===== src/rtl/uart_rx_if.sv =====
// Byte-side bus of the UART receiver: received byte, its strobe, error flags
// and the busy indicator. The receiver drives it (master) and the byte
// consumer observes it (slave).
//
// Handshake: rx_valid is a one-cycle strobe with no ready/back-pressure.
// rx_data, rx_frame_err and rx_parity_err are qualified by rx_valid in that
// cycle. The consumer must take the byte then, or read rx_data before the
// next frame completes. rx_busy is informational only.
interface uart_rx_if;
  logic [7:0] rx_data;
  logic       rx_valid;
  logic       rx_frame_err;
  logic       rx_parity_err;
  logic       rx_busy;

  modport master (
    output rx_data,
    output rx_valid,
    output rx_frame_err,
    output rx_parity_err,
    output rx_busy
  );

  modport slave (
    input rx_data,
    input rx_valid,
    input rx_frame_err,
    input rx_parity_err,
    input rx_busy
  );
endinterface


===== src/rtl/uart_rx.sv =====
// UART receiver. Samples the asynchronous serial line at mid-bit and
// deserialises one frame, LSB first, presenting the byte with a one-cycle
// valid strobe plus framing/parity error flags.
//
// Optional feature macro: UART_RX_PARITY_EN
//   undefined : 8N1 frames, rx_parity_err tied 0
//   defined   : 8E1 frames (even parity bit between data and stop)
//
// state_dbg exposes the FSM state encoding for observation:
//   0 IDLE, 1 START, 2 DATA, 3 PARITY, 4 STOP, 5 WAIT_HIGH
module uart_rx #(
  parameter int BAUD = 100_000,
  parameter int FCLK = 50_000_000
) (
  input  logic       clk,
  input  logic       rst_n,
  input  logic       rx,
  uart_rx_if.master  rx_bus,
  output logic [2:0] state_dbg
);

  localparam int BIT  = FCLK / BAUD;
  localparam int HALF = BIT / 2;
  localparam int CW   = $clog2(BIT);

  localparam logic [CW-1:0] BIT_LD  = CW'(BIT - 1);
  localparam logic [CW-1:0] HALF_LD = CW'(HALF - 1);

  typedef enum logic [2:0] {
    S_IDLE      = 3'd0,
    S_START     = 3'd1,
    S_DATA      = 3'd2,
    S_STOP      = 3'd4,
    S_WAIT_HIGH = 3'd5
`ifdef UART_RX_PARITY_EN
    , S_PARITY  = 3'd3
`endif
  } state_t;

  state_t        state;
  logic          rx_meta;
  logic          rx_s;
  logic [CW-1:0] cnt;
  logic          wc_zero;
  logic [2:0]    bit_cnt;
  logic [7:0]    shreg;
  logic [7:0]    data_q;
  logic          valid_q;
  logic          frame_err_q;
`ifdef UART_RX_PARITY_EN
  logic          par_bit;
  logic          parity_err_q;
`endif

  assign wc_zero = (cnt == '0);

  // Two-flop synchroniser for the asynchronous line; resets to idle level.
  always_ff @(posedge clk or negedge rst_n) begin
    if (!rst_n) begin
      rx_meta <= 1'b1;
      rx_s    <= 1'b1;
    end else begin
      rx_meta <= rx;
      rx_s    <= rx_meta;
    end
  end

  // Frame FSM with width counter, bit counter, shifter and registered outputs.
  always_ff @(posedge clk or negedge rst_n) begin
    if (!rst_n) begin
      state        <= S_IDLE;
      cnt          <= '0;
      bit_cnt      <= '0;
      shreg        <= '0;
      data_q       <= '0;
      valid_q      <= 1'b0;
      frame_err_q  <= 1'b0;
`ifdef UART_RX_PARITY_EN
      par_bit      <= 1'b0;
      parity_err_q <= 1'b0;
`endif
    end else begin
      valid_q <= 1'b0;
      // Width counter runs down and parks at zero unless reloaded below.
      if (!wc_zero) cnt <= cnt - 1'b1;

      case (state)
        S_IDLE: begin
          bit_cnt <= '0;
          if (!rx_s) begin
            cnt   <= HALF_LD;
            state <= S_START;
          end
        end

        S_START: begin
          if (wc_zero) begin
            if (!rx_s) begin
              cnt   <= BIT_LD;
              state <= S_DATA;
            end else begin
              // Line went high again before mid-start: treat as a glitch.
              state <= S_IDLE;
            end
          end
        end

        S_DATA: begin
          if (wc_zero) begin
            shreg <= {rx_s, shreg[7:1]};
            cnt   <= BIT_LD;
            if (bit_cnt == 3'd7) begin
`ifdef UART_RX_PARITY_EN
              state <= S_PARITY;
`else
              state <= S_STOP;
`endif
            end else begin
              bit_cnt <= bit_cnt + 3'd1;
            end
          end
        end

`ifdef UART_RX_PARITY_EN
        S_PARITY: begin
          if (wc_zero) begin
            par_bit <= rx_s;
            cnt     <= BIT_LD;
            state   <= S_STOP;
          end
        end
`endif

        S_STOP: begin
          if (wc_zero) begin
            data_q      <= shreg;
            valid_q     <= 1'b1;
            frame_err_q <= ~rx_s;
`ifdef UART_RX_PARITY_EN
            parity_err_q <= ^{shreg, par_bit};
`endif
            // A low stop bit may be a break; wait for the line to recover.
            state <= rx_s ? S_IDLE : S_WAIT_HIGH;
          end
        end

        S_WAIT_HIGH: begin
          if (rx_s) state <= S_IDLE;
        end

        default: state <= S_IDLE;
      endcase
    end
  end

  assign rx_bus.rx_data      = data_q;
  assign rx_bus.rx_valid     = valid_q;
  assign rx_bus.rx_frame_err = frame_err_q;
`ifdef UART_RX_PARITY_EN
  assign rx_bus.rx_parity_err = parity_err_q;
`else
  assign rx_bus.rx_parity_err = 1'b0;
`endif
  assign rx_bus.rx_busy = (state != S_IDLE);
  assign state_dbg      = state;

endmodule


===== src/flat_wrapper.sv =====
// flat-port wrapper written by rule: the top's interface ports become plain ports
module uart_rx_flat 
#(
  parameter int BAUD = 100_000,
  parameter int FCLK = 50_000_000
)
  (clk, rst_n, rx, state_dbg, rx_bus_rx_data, rx_bus_rx_valid, rx_bus_rx_frame_err, rx_bus_rx_parity_err, rx_bus_rx_busy);
  uart_rx_if rx_bus_i ();
  input  logic clk;
  input  logic rst_n;
  input  logic rx;
  output logic [2:0] state_dbg;
  output wire logic [$bits(rx_bus_i.rx_data)-1:0] rx_bus_rx_data;
  output wire logic [$bits(rx_bus_i.rx_valid)-1:0] rx_bus_rx_valid;
  output wire logic [$bits(rx_bus_i.rx_frame_err)-1:0] rx_bus_rx_frame_err;
  output wire logic [$bits(rx_bus_i.rx_parity_err)-1:0] rx_bus_rx_parity_err;
  output wire logic [$bits(rx_bus_i.rx_busy)-1:0] rx_bus_rx_busy;
  assign rx_bus_rx_data = rx_bus_i.rx_data;
  assign rx_bus_rx_valid = rx_bus_i.rx_valid;
  assign rx_bus_rx_frame_err = rx_bus_i.rx_frame_err;
  assign rx_bus_rx_parity_err = rx_bus_i.rx_parity_err;
  assign rx_bus_rx_busy = rx_bus_i.rx_busy;
  uart_rx #(.BAUD(BAUD), .FCLK(FCLK)) u_core (.clk(clk), .rst_n(rst_n), .rx(rx), .rx_bus(rx_bus_i), .state_dbg(state_dbg));
endmodule

===== config.mk =====
export PLATFORM = sky130hd
export DESIGN_NAME = uart_rx_flat
export DESIGN_NICKNAME = d
export VERILOG_FILES = /design/src/rtl/uart_rx_if.sv /design/src/rtl/uart_rx.sv /design/src/flat_wrapper.sv
export SDC_FILE = /design/constraint.sdc
export NUM_CORES = 1
export LEC_CHECK = 0
export CAP_MARGIN = 20
export CORE_MARGIN = 2
export CORE_UTILIZATION = 26
export CTS_CLUSTER_SIZE = 40
export DETAILED_ROUTE_END_ITERATION = 6
export PLACE_DENSITY = 0.5
export SLEW_MARGIN = 15
export SYNTH_ARGS = -nofsm -noshare
export SYNTH_HDL_FRONTEND = slang
export SYNTH_SLANG_ARGS = --single-unit

===== constraint.sdc =====
create_clock -name clk -period 4 [get_ports clk]
set_clock_uncertainty 0.05 [all_clocks]
set_input_delay 0.4 -clock clk [delete_from_list [all_inputs] [get_ports clk]]
set_output_delay 0.4 -clock clk [all_outputs]
set_load 0.05 [all_outputs]

==> metrics.txt <==
# TYPE chip_impl_metric gauge
chip_impl_metric{name="gr-usage-all-layers",unit=""} 0.104
chip_impl_metric{name="finalWeightedCongestion",unit=""} 0.754
chip_impl_metric{name="first_pass_iters",unit=""} 6
chip_impl_metric{name="cts_hold_buf",unit=""} 0
chip_impl_metric{name="timing.final.hold_violations",unit=""} 0
chip_impl_info{name="netlist.top_cell.by_area",value="dfrtp_1"} 1
chip_impl_metric{name="timing.hold.ws",unit="ps"} 307
chip_impl_metric{name="count_of_flip_flops_with_a_built_in_enable_after_synthesis",unit=""} 0
chip_impl_info{name="leading_cell_type_in_the_layout_fill_and_taps_excluded",value="dfrtp_1"} 1
chip_impl_info{name="clock_tree.root_cell",value="clkbuf_8"} 1
chip_impl_metric{name="design.final.nets",unit=""} 175
chip_impl_metric{name="critical_path.max_fanout",unit=""} 17
chip_impl_metric{name="setup_viol",unit=""} 0
chip_impl_info{name="start_kind",value="register"} 1
chip_impl_metric{name="ff_latch_area",unit="sq um"} 878
chip_impl_info{name="yosys_most_used_dff",value="dfrtp_1"} 1
chip_impl_metric{name="routed_vias",unit=""} 1174
chip_impl_metric{name="drt_drc_violations_left",unit=""} 0
chip_impl_metric{name="ys_async_sr_fraction",unit=""} 1.00
chip_impl_metric{name="pin_count_of_the_biggest_net_entering_global_routing",unit=""} 36
chip_impl_metric{name="layout-area-overhead-vs-synth",unit="%"} 20.5
chip_impl_metric{name="width_of_the_die",unit="um"} 85.6
chip_impl_metric{name="netlist_instances",unit=""} 149
chip_impl_metric{name="multiInputGateArea",unit="sq um"} 797
chip_impl_metric{name="worst_skew_pair.late_latency",unit="ps"} 290
chip_impl_metric{name="vias_per_cell",unit=""} 4.79
chip_impl_metric{name="cts_setup_buffers",unit=""} 0
chip_impl_metric{name="deepest_clock_path_buffer_count",unit=""} 2
chip_impl_metric{name="max_slew.worst_pin.slew",unit="ps"} 570
chip_impl_metric{name="ioPinCount",unit=""} 18
chip_impl_metric{name="static-leakage-power",unit="nW"} 0.961
chip_impl_metric{name="core_area",unit="sq um"} 6390
chip_impl_info{name="run_status",value="finished clean"} 1
chip_impl_metric{name="htree_num_levels",unit=""} 2
chip_impl_metric{name="peakVddDrop",unit="mV"} 0.213
chip_impl_metric{name="cts-resized-gates",unit=""} 0
chip_impl_metric{name="synth.yosys.seq_area_share",unit=""} 0.507
chip_impl_metric{name="grt_pass1_vias",unit=""} 1209
chip_impl_metric{name="fin_tns_setup",unit="ps"} 0
chip_impl_metric{name="netlist_area",unit="sq um"} 1730
chip_impl_metric{name="synth.lib_cells_used.distinct",unit=""} 41
chip_impl_metric{name="clock.fmax",unit="MHz"} 384
chip_impl_metric{name="data_arrival_time_of_the_worst_path",unit="ps"} 2160
chip_impl_metric{name="num-fill-cells",unit=""} 656
chip_impl_metric{name="timing.critical_path.required",unit="ps"} 3550
chip_impl_info{name="tritoncts",value="yes"} 1
chip_impl_metric{name="antenna_cells_inserted",unit=""} 0
chip_impl_metric{name="dr.first_iter.drc_count",unit=""} 63
chip_impl_info{name="timing_worst_setup_path_type",value="register to primary output"} 1
chip_impl_metric{name="pwr_dens",unit="nW/um^2"} 337
chip_impl_metric{name="synth_warnings",unit=""} 0
chip_impl_metric{name="clock_sink_count",unit=""} 35
chip_impl_metric{name="die_height",unit="um"} 85.6
chip_impl_metric{name="worst-r2r-cell-count",unit=""} 8
chip_impl_metric{name="starting_density_of_the_core",unit=""} 0.271
chip_impl_metric{name="drt-wirelength-per-cell",unit="um"} 13.9
chip_impl_metric{name="cts_inserted_buffers",unit=""} 5
chip_impl_metric{name="route.final.wire_length",unit="um"} 3400
chip_impl_info{name="final_cell_mix",value="dfrtp_1, clkdlybuf4s50_1, nor2_1"} 1
chip_impl_metric{name="synth_fp_nets",unit=""} 157
chip_impl_metric{name="first_pass_grt_wire_length",unit="um"} 5970
chip_impl_metric{name="min_period_over_period",unit=""} 0.652
chip_impl_metric{name="die-area",unit="sq um"} 7330
chip_impl_metric{name="fp-row-count",unit=""} 29
chip_impl_metric{name="syn_avg_cell_area",unit="sq um"} 11.6
chip_impl_metric{name="drt.antenna.violating_nets",unit=""} 0
chip_impl_metric{name="finalMaxSlewViolations",unit=""} 0
chip_impl_metric{name="maxCapViolations",unit=""} 0
chip_impl_metric{name="final_critical_delay_including_setup_and_external_delays",unit="ps"} 2610
chip_impl_metric{name="synth.ff_latch_count",unit=""} 35
chip_impl_metric{name="post_route_cells_drive_above_1_share",unit=""} 0.220
chip_impl_metric{name="detailedPlacementHpwl",unit="um"} 2310
chip_impl_info{name="critical_path.endpoint_type",value="primary output"} 1
chip_impl_info{name="unrepaired_setup_endpoints_after_global_routing",value="no"} 1
chip_impl_info{name="hold_path.class",value="register to register"} 1
chip_impl_metric{name="placement.io_buffers",unit=""} 16
chip_impl_metric{name="grt_antenna_before_repair",unit=""} 0
chip_impl_metric{name="share_of_the_synthesized_area_in_the_top_cell_type",unit=""} 0.477
chip_impl_metric{name="worstHoldPathCells",unit=""} 0
chip_impl_metric{name="timing.slew.headroom",unit=""} 0.620
chip_impl_metric{name="register_clock_pin_slew_on_the_reported_worst_setup_and_hold_paths",unit="ps"} 70
chip_impl_metric{name="globalRouteOverflowTotal",unit=""} 0
chip_impl_info{name="synthTopCellsByArea",value="dfrtp_1, mux2_4, mux2_2"} 1
critical path, cell delays in order (launching register included):
cell and delay, ps:
dfrtp_1 710, inv_1 230, nand2_1 110, clkdlybuf4s50_1 810
power breakdown:
group	switching, mW	total (mW)	internal [mW]
clock	0.131	0.332	0.202
sequential	0.00127	0.357	0.356
combinational	0.0107	0.0139	0.00317
total	0.143	0.703	0.560
sequential cells by signal, indices dropped and copies added, names as in the netlist:
signal                      flops
u_core.cnt                      9
u_core.rx_bus.rx_data           8
u_core.shreg                    8
u_core.bit_cnt                  3
u_core.state_dbg                3
u_core.rx_bus.rx_frame_err      1
u_core.rx_bus.rx_valid          1
u_core.rx_meta                  1
u_core.rx_s                     1
logic make-up after synthesis:
family | count (synthesis) | synth area share
and+or+nand+nor | 39 | 0.139
DFF | 35 | 0.507
AOI/OAI and AO/OA | 34 | 0.134
muxes | 18 | 0.133
buffers and inverters | 14 | 0.0325
adders and majority gates | 5 | 0.0361
xor gates and xnor gates | 3 | 0.0152
other | 1 | 0.00217
Yosys cell counts, drive strengths merged (3+ instances only):
cell type / instances
clkbuf: 5
dfrtp: 33
nor2: 10
or2: 3
inv: 8
mux2: 16
o21ai: 8
nor3: 6
nand2: 8
ha: 5
nand3: 6
o211ai: 7
a21oi: 6
per-stage QoR:
step | util | setup WS [ps] | total power [mW] | area, sq um | cells
2_1_floorplan | - | 1900 | 0.368 | 1730 | 149
3_3_place_gp | 0.308 | 1700 | 0.378 | 1970 | 237
3_5_place_dp | 0.308 | 1670 | 0.378 | 1970 | 237
4_1_cts | 0.327 | 1380 | 0.715 | 2090 | 245
5_1_grt | 0.327 | 1250 | 0.730 | 2090 | 245
6_report | 0.327 | 1390 | 0.703 | 2090 | 245
final cells by class:
class                   instances  share of cell area
clock buffers                   6              0.0396
flip-flops and latches         35               0.421
inverters                       8              0.0144
clock inverters                 2              0.0168
well taps                      77              0.0462
repair buffers                 17              0.0803
multi-input cells             100               0.382
layer usage:
metal  share of wire  track usage  wire, um  vias up
li1                -            -         -      583
met5               0            0         0        -
met2            0.43        0.151      1470       23
met3           0.036       0.0260       124        5
met4           0.019       0.0519        63        0
met1            0.51        0.143      1740      563
worst paths after layout:
kind	end	slack (ps)	startpoint
worst max-delay path	rx_bus_rx_busy	1390	u_core.state_dbg[1]$_DFFE_PN0P_
worst min-delay path	u_core.rx_s$_DFF_PN1_	310	u_core.rx_meta$_DFF_PN1_
worst max register to register	u_core.cnt[0]$_DFF_PN0_	1680	u_core.cnt[0]$_DFF_PN0_
worst min register to register	u_core.rx_s$_DFF_PN1_	310	u_core.rx_meta$_DFF_PN1_
max in group asynchronous	u_core.rx_meta$_DFF_PN1_	3080	rst_n
min in group asynchronous	u_core.rx_bus.rx_data[2]$_DFFE_PN0P_	470	rst_n
Power figures use the tool's default switching activity.
